**config.mk**
```make
export PLATFORM = sky130hd
export DESIGN_NAME = apb_mem_slave
export DESIGN_NICKNAME = d
export VERILOG_FILES = /design/src/rtl/apb_pkg.sv /design/src/rtl/apb_mem_array.sv /design/src/rtl/apb_mem_slave.sv
export SDC_FILE = /design/constraint.sdc
export NUM_CORES = 1
export LEC_CHECK = 0
export CAP_MARGIN = 10
export CORE_MARGIN = 1.5
export CORE_UTILIZATION = 62
export DETAILED_ROUTE_END_ITERATION = 16
export DONT_BUFFER_PORTS = 1
export GPL_ROUTABILITY_DRIVEN = 0
export GPL_TIMING_DRIVEN = 1
export MAX_ROUTING_LAYER = met4
export PLACE_DENSITY = 0.81
export REMOVE_ABC_BUFFERS = 1
export SLEW_MARGIN = 20
export SYNTH_ARGS = -nofsm -noshare
export SYNTH_HDL_FRONTEND = slang
export SYNTH_SLANG_ARGS = --single-unit
```
**constraint.sdc**
```tcl
create_clock -name pclk -period 2.4 [get_ports pclk]
set_clock_uncertainty 0.05 [all_clocks]
set_input_delay 0.6 -clock pclk [delete_from_list [all_inputs] [get_ports pclk]]
set_output_delay 0.6 -clock pclk [all_outputs]
set_load 0.005 [all_outputs]
```
**src/rtl/apb_pkg.sv**
```systemverilog
// Shared types and helpers for the APB memory completer.
package apb_pkg;

    typedef enum logic {
        IDLE   = 1'b0,
        ACCESS = 1'b1
    } state_e;

    typedef enum logic [1:0] {
        ERR_NONE  = 2'd0,
        ERR_ALIGN = 2'd1,
        ERR_RANGE = 2'd2
    } err_e;

    // Number of byte-offset bits below the word index.
    function automatic int unsigned lane_lsb(input int unsigned data_w);
        return $clog2(data_w / 8);
    endfunction

endpackage

```
**src/rtl/apb_mem_array.sv**
```systemverilog
// DEPTH x DATA_W register memory: byte-strobed synchronous write,
// asynchronous read, synchronous clear.
module apb_mem_array #(
    parameter int unsigned DATA_W = 32,
    parameter int unsigned DEPTH  = 16,
    localparam int unsigned IDX_W  = (DEPTH > 1) ? $clog2(DEPTH) : 1,
    localparam int unsigned STRB_W = DATA_W / 8
) (
    input  logic              clk,
    input  logic              rst,
    input  logic              we,
    input  logic [IDX_W-1:0]  idx,
    input  logic [DATA_W-1:0] wdata,
    input  logic [STRB_W-1:0] strb,
    output logic [DATA_W-1:0] rdata
);

    logic [DATA_W-1:0] mem_q [DEPTH];

    always_ff @(posedge clk) begin
        if (rst) begin
            mem_q <= '{default: '0};
        end else if (we) begin
            for (int b = 0; b < int'(STRB_W); b++) begin
                if (strb[b]) begin
                    mem_q[idx][8*b +: 8] <= wdata[8*b +: 8];
                end
            end
        end
    end

    assign rdata = mem_q[idx];

endmodule

```
**src/rtl/apb_mem_slave.sv**
```systemverilog
// APB4 completer fronting a word-addressed register memory with wait
// states, byte strobes and alignment/range error responses.
module apb_mem_slave
    import apb_pkg::*;
#(
    parameter int unsigned DATA_W      = 32,
    parameter int unsigned ADDR_W      = 8,
    parameter int unsigned DEPTH       = 16,
    parameter int unsigned WAIT_CYCLES = 0
) (
    input  logic                  pclk,
    input  logic                  prst,
    input  logic                  psel,
    input  logic                  penable,
    input  logic                  pwrite,
    input  logic [ADDR_W-1:0]     paddr,
    input  logic [DATA_W-1:0]     pwdata,
    input  logic [DATA_W/8-1:0]   pstrb,
    output logic [DATA_W-1:0]     prdata,
    output logic                  pready,
    output logic                  pslverr
);

    localparam int unsigned STRB_W = DATA_W / 8;
    localparam int unsigned LSB    = lane_lsb(DATA_W);
    localparam int unsigned IDX_W  = (DEPTH > 1) ? $clog2(DEPTH) : 1;
    localparam int unsigned WCNT_W = 4;

    localparam logic [ADDR_W-1:0] ALIGN_MASK = ADDR_W'((1 << LSB) - 1);
    localparam logic [ADDR_W:0]   DEPTH_L    = (ADDR_W + 1)'(DEPTH);
    localparam logic [WCNT_W-1:0] WAIT_L     = WCNT_W'(WAIT_CYCLES);

    state_e              state_q, state_d;
    logic [WCNT_W-1:0]   wcnt_q, wcnt_d;
    logic [ADDR_W-1:0]   addr_q, addr_d;
    logic                write_q, write_d;
    logic [DATA_W-1:0]   wdata_q, wdata_d;
    logic [STRB_W-1:0]   strb_q, strb_d;

    logic [ADDR_W-1:0]   word_idx;
    err_e                err;
    logic                done;
    logic                mem_we;
    logic [DATA_W-1:0]   mem_rdata;

    // Error decode works only on the request captured in the setup phase.
    assign word_idx = addr_q >> LSB;

    always_comb begin
        err = ERR_NONE;
        if ((addr_q & ALIGN_MASK) != '0) begin
            err = ERR_ALIGN;
        end else if ({1'b0, word_idx} >= DEPTH_L) begin
            err = ERR_RANGE;
        end
    end

    always_ff @(posedge pclk) begin
        if (prst) begin
            state_q <= IDLE;
            wcnt_q  <= '0;
            addr_q  <= '0;
            write_q <= 1'b0;
            wdata_q <= '0;
            strb_q  <= '0;
        end else begin
            state_q <= state_d;
            wcnt_q  <= wcnt_d;
            addr_q  <= addr_d;
            write_q <= write_d;
            wdata_q <= wdata_d;
            strb_q  <= strb_d;
        end
    end

    always_comb begin
        state_d = state_q;
        wcnt_d  = wcnt_q;
        addr_d  = addr_q;
        write_d = write_q;
        wdata_d = wdata_q;
        strb_d  = strb_q;
        case (state_q)
            IDLE: begin
                // An access phase without a setup phase is ignored.
                if (psel && !penable) begin
                    addr_d  = paddr;
                    write_d = pwrite;
                    wdata_d = pwdata;
                    strb_d  = pstrb;
                    wcnt_d  = WAIT_L;
                    state_d = ACCESS;
                end
            end
            ACCESS: begin
                if (!psel) begin
                    state_d = IDLE;
                end else if (penable) begin
                    if (wcnt_q != '0) begin
                        wcnt_d = wcnt_q - WCNT_W'(1);
                    end else begin
                        state_d = IDLE;
                    end
                end
            end
            default: state_d = IDLE;
        endcase
    end

    always_comb begin
        done    = (state_q == ACCESS) && psel && penable && (wcnt_q == '0);
        pready  = done;
        pslverr = done && (err != ERR_NONE);
        mem_we  = done && write_q && (err == ERR_NONE);
        prdata  = '0;
        if (done && !write_q && (err == ERR_NONE)) begin
            prdata = mem_rdata;
        end
    end

    apb_mem_array #(
        .DATA_W (DATA_W),
        .DEPTH  (DEPTH)
    ) u_mem (
        .clk   (pclk),
        .rst   (prst),
        .we    (mem_we),
        .idx   (IDX_W'(word_idx)),
        .wdata (wdata_q),
        .strb  (strb_q),
        .rdata (mem_rdata)
    );

endmodule

```
# Yosys cells after proc, flatten, opt, wreduce, memory -nomap -nowiden
# Cells that the tools add are included.
# op_classes
n_addsub	1
magnitude_cmp	3
eq_ne	4
mux	38
n_bitwise	2
reduce_logical	19
# op_table
operator	n
512-bit two-way mux	10
512-bit bitwise mux	4
32-bit demux with 4-bit select	4
32-bit binary-select mux with 4-bit select	1
32-bit two-way mux	4
24-bit two-way mux	1
16-bit two-way mux	1
4-bit two-way mux	4
1-bit logical AND	10
8-bit two-way mux	1
4-bit one-hot mux with 2 select lines	1
8-bit nonzero test	1
6-bit by 5-bit greater-or-equal comparator with 1-bit output (second input constant)	1
2-bit != test (second input constant)	3
5-bit greater-or-equal comparator (second input constant)	1
5-bit by 1-bit less-than comparator with 1-bit output (second input constant)	1
4-bit inverter with 5-bit output	1
4-bit zero test	1
1-bit two-way mux	4
2-bit two-way mux	2
4-bit AND reduction	1
4-bit nonzero test	1
4-bit by 1-bit subtractor with 4-bit output (second input constant)	1
1-bit zero test	2
other kinds (6)	6
# totals
ff_bits	562
input_bits	49
output_inout_bits	34
wordCells	89

# Depth between registers and ports, before layout
# logic_depth
ltp_word	19
mapped_depth	8
ltp_nobuf	6

# Hierarchy
# A second synthesis with hierarchy kept.
# hier_totals
hier_cells	2988
hier_area_um2	25784.7
# modules_own_cells
module	instances	cells_each	area_each_um2	seq_area_each_um2
apb_mem_array	1	2715	23602.6	10249.8
apb_mem_slave	1	273	2182.1	1001.0

# Worst setup path after synthesis
# Ideal clock, no wire load.
# synth_timing
kind	in2out
startpoint	in penable
endpoint	out prdata[10]
arrival_ns	1.787
t_required_ns	1.750
slack_ns	-0.037
stages	6
path_buffers	2
cell_sequence	buf_2 > nand4_1 > nor3_1 > nand3b_1 > clkbuf_1 > nor3_1
# synth_via
elab_chain_cells	5
# synth_rtl
element	line	rtl
start, declared	apb_mem_slave.sv:14	input logic penable,
1-bit logical AND (2 in a row)	apb_mem_slave.sv:111	done = (state_q == ACCESS) && psel && penable && (wcnt_q == '0);
named net pready	apb_mem_slave.sv:20	output logic pready,
1-bit logical AND (2 in a row)	apb_mem_slave.sv:116	if (done && !write_q && (err == ERR_NONE)) begin
32-bit two-way mux	apb_mem_slave.sv:116	
end, declared	apb_mem_slave.sv:19	output logic [DATA_W-1:0] prdata,
# The timed path passes the listed nets, and every way through them passes these cells.

# Worst setup path in the final report
# layout_timing
startpoint	reg wcnt_q[0]
endpoint	out prdata[20]
# layout_via
elab_chain_cells	5
# layout_rtl
element	line	rtl
start, declared	apb_mem_slave.sv:34	logic [WCNT_W-1:0] wcnt_q, wcnt_d;
start signal, assigned	apb_mem_slave.sv:68	wcnt_q <= wcnt_d;
4-bit zero test	apb_mem_slave.sv:111	
1-bit logical AND	apb_mem_slave.sv:111	
1-bit logical AND (2 in a row)	apb_mem_slave.sv:116	
32-bit two-way mux	apb_mem_slave.sv:116	
# No other way between the ends.

==> out/qor.csv <==
stage;metric;value;unit
floorplanning;start_util;0.629;
pwr;power_density;623;mW/mm^2
synth;avgSynthCellArea;10.8;sq um
clock_network;ctsHoldBuffers;0;
clock_network;insertion_delay;0.63;ns
clock_network;clk_pin_slew_worst_paths;0.06;ns
synth;synthesis.area;0.0265;sq mm
timing;layout_setup_ws;-0.524;ns
synth;synth_cell_types;40;
synth;synth.largest_area_cell;dfxtp_1;
timing;grt_setup_unrepaired;true;
grt;grt_max_degree;595;
timing;fmax;0.342;GHz
drt;first_iter_violations;1578;
synth;synth-seq-cells;562;
drt;drtPass1Iterations;6;
pwr;p_total;0.0194;W
clock_network;cts.sinks;562;
synth;synth.top_cell.area_share;0.425;
pwr;seqPwrFrac;0.484;
clock_network;cts-root-buf;clkbuf_16;
drt;via_per_inst;6.09;
drt;via_count;18600;
floorplanning;rows;75;
floorplanning;num_io_pins;83;
pwr;ir_worst_vdd;0.586;mV
grt;grt_use_total;0.321;
final_layout;fillers;2667;
synth;synthTopCellsByCount;mux2i_1 (641), dfxtp_1 (562), nand2b_1 (548);
floorplanning;die_area;0.0439;sq mm
timing;finalCritPeriodShare;1.22;
grt;overflow;0;
grt;grt_pass1_wl;107000;microns
pwr;power_frac_clock;0.452;
final_layout;drive_gt1_frac;0.199;
timing;relSlewSlack;-0.0556;
timing;setup_viol_count_final;33;
worst_setup_path;worstSetupEndpointType;primary output;
synth;synth_most_common_cell;mux2i_1;
status;status;complete, but fails checks;
grt;first_global_vias;18900;
pwr;switching_share;0.226;
pwr;p_leak;13.4;nW
pwr;power_frac_comb;0.063;
floorplanning;core_area;0.0420;sq mm
placement;place_inst;2874;
final_layout;fin_area;0.0312;sq mm
pwr;p_int;0.0150;W
final_layout;area_growth;17.8;%
worst_setup_path;r2r_slack;0.02;ns
worst_setup_path;crit_arrival;2.27;ns
worst_setup_path;startpoint_type;flop;
synth;ys_warn_count;0;
drt;ant_nets;0;
timing;hold_violations;0;
min_path;min_from;prst;
timing;timing.final.max_slew_violations;119;
synth;synth_cells;2459;
placement;placed_area;0.0272;sq mm
timing;worst_slew_pin_slew;1.58;ns
final_layout;instances_no_fill;3054;
synth;synth-edff-count;0;
drt;remaining_drc_errors;0;
synth;synth.top_cells.by_area;dfxtp_1 (43%), mux2i_1 (24%), nand2b_1 (13%), mux4_2 (5.4%), nand3_4 (3.6%);
synth;ys.flop_type;dfxtp_1;
floorplanning;die_y;210;microns
floorplanning;fp.dieW;210;microns
clock_network;cts_made_buffers;57;
worst_setup_path;crit_start;wcnt_q[0];
timing;min_period;2.92;ns
worst_setup_path;crit_fanout;8;
pwr;p_switching;0.00438;W
clock_network;cts_tree;built;
worst_setup_path;path_class;reg2out;
final_layout;nNetsFinal;2519;
worst_setup_path;crit_required;1.75;ns
placement;port_buffers;0;
min_path;worstHoldPathType;in2reg;
status;violations;slew limit, setup timing;
synth;synth-seq-area-share;0.425;
grt;antenna_found_initial;2;
placement;hpwl;39500;microns
drt;wire_per_inst;23.1;microns
worst_setup_path;r2r-start;addr_q[4];
clock_network;cts_htree_levels;2;
clock_network;cts_buffer_depth;3;
synth;async_flop_share;0;
flow_run;drv_cap;0;
drt;routed_wirelength;70500;microns
[final cells by class]
| class | instances | area, sq um | area share |
|---|---|---|---|
| clock buffer | 88 | 1740 | 0.0557 |
| multi-input combinational | 1674 | 15200 | 0.487 |
| tap | 539 | 674 | 0.0216 |
| clock inverter | 15 | 105 | 0.00337 |
| inverter | 8 | 30.0 | 0.000964 |
| antenna | 2 | 5.00 | 0.000161 |
| sequential | 562 | 11300 | 0.362 |
| timing repair buffer | 166 | 2180 | 0.0698 |
[metal layers]
| metal | global-route usage | part of all wire | up-vias |
|---|---|---|---|
| li1 | - | - | 8537 |
| met1 | 0.398 | 0.41 | 9297 |
| met2 | 0.526 | 0.49 | 573 |
| met3 | 0.0482 | 0.058 | 189 |
| met4 | 0.136 | 0.042 | 0 |
| met5 | - | 0 | - |
[worst max-delay path: stages, from the launching register on]
cell	delay, ns
dfxtp_2	0.32
inv_2	0.07
ha_4	0.13
nand4_1	0.13
nor3_2	0.20
nand3b_1	0.12
buf_6	0.17
buf_12	0.15
buf_4	0.16
nor3_4	0.17
[cell usage in the layout (no fill, tap or decap), types with 3 or more instances in the layout]
cell / instances
buf_16: 12
dfxtp_4: 3
o22ai_4: 15
mux4_2: 64
nand2_1: 127
nor2_4: 3
nor3_4: 33
clkbuf_1: 14
nand2_2: 3
buf_6: 9
clkbuf_16: 67
nand2b_1: 544
clkbuf_8: 15
o22ai_2: 15
nor3_2: 9
mux2i_1: 640
a22oi_1: 47
buf_12: 36
nor2_1: 12
nand3_2: 3
inv_1: 6
o21ai_0: 3
nand2b_2: 3
a22oi_2: 16
a21oi_1: 47
clkinv_2: 12
buf_4: 97
dfxtp_2: 3
nand3_4: 57
dfxtp_1: 556
[worst paths after layout]
| kind | endpoint | cells past startpoint |
|---|---|---|
| min | wdata_q[8] | 1 |
| max reg2reg | u_mem.mem_q[231] | 7 |
| min reg2reg | wdata_q[29] | 2 |
| max | prdata[20] | 9 |
[power groups by stage]
| stage | registers (W) | logic, W | clock network [W] |
|---|---|---|---|
| after floorplan | 0.00969 | 0.000559 | 0 |
| after global placement | 0.00961 | 0.000854 | 0 |
| after detailed placement | 0.00961 | 0.000868 | 0 |
| after CTS | 0.00940 | 0.00107 | 0.00884 |
| after global routing | 0.00940 | 0.00127 | 0.00921 |
| final | 0.00940 | 0.00123 | 0.00878 |
[metrics by stage]
step | setup TNS (ns) | hold slack [ns] | worst slack [ns] | util
2_1_floorplan | -3216.14 | 0.381 | -6.35 | -
3_3_place_gp | -0.455 | 0.391 | -0.0829 | 0.647
3_5_place_dp | -4.48 | 0.396 | -0.140 | 0.647
4_1_cts | -15.18 | 0.00397 | -0.531 | 0.722
5_1_grt | -17.14 | 0.0229 | -0.605 | 0.741
6_report | -15.06 | 0.00729 | -0.524 | 0.741
[repair_timing]
action	CTS	global route
pin swaps	54	45
gates cloned	8	8
gates resized for setup	150	57
buffers inserted	23	37
setup endpoints to repair	66	152
[flip-flops by register name, summed over array words and instances (netlist names)]
| signal | flops |
|---|---|
| addr_q | 8 |
| state_q | 1 |
| strb_q | 4 |
| u_mem.mem_q | 512 |
| wcnt_q | 4 |
| wdata_q | 32 |
| write_q | 1 |
[kinds of logic after synthesis]
logic type,count (synthesis),share of synthesized area
AOI/OAI and AO/OA,153,0.0372
adders and majority gates,1,0.000473
DFF,562,0.425
muxes,705,0.297
buffers and inverters,223,0.0354
and+or+nand+nor,815,0.205
No activity file was read; power rests on OpenSTA's default activity.
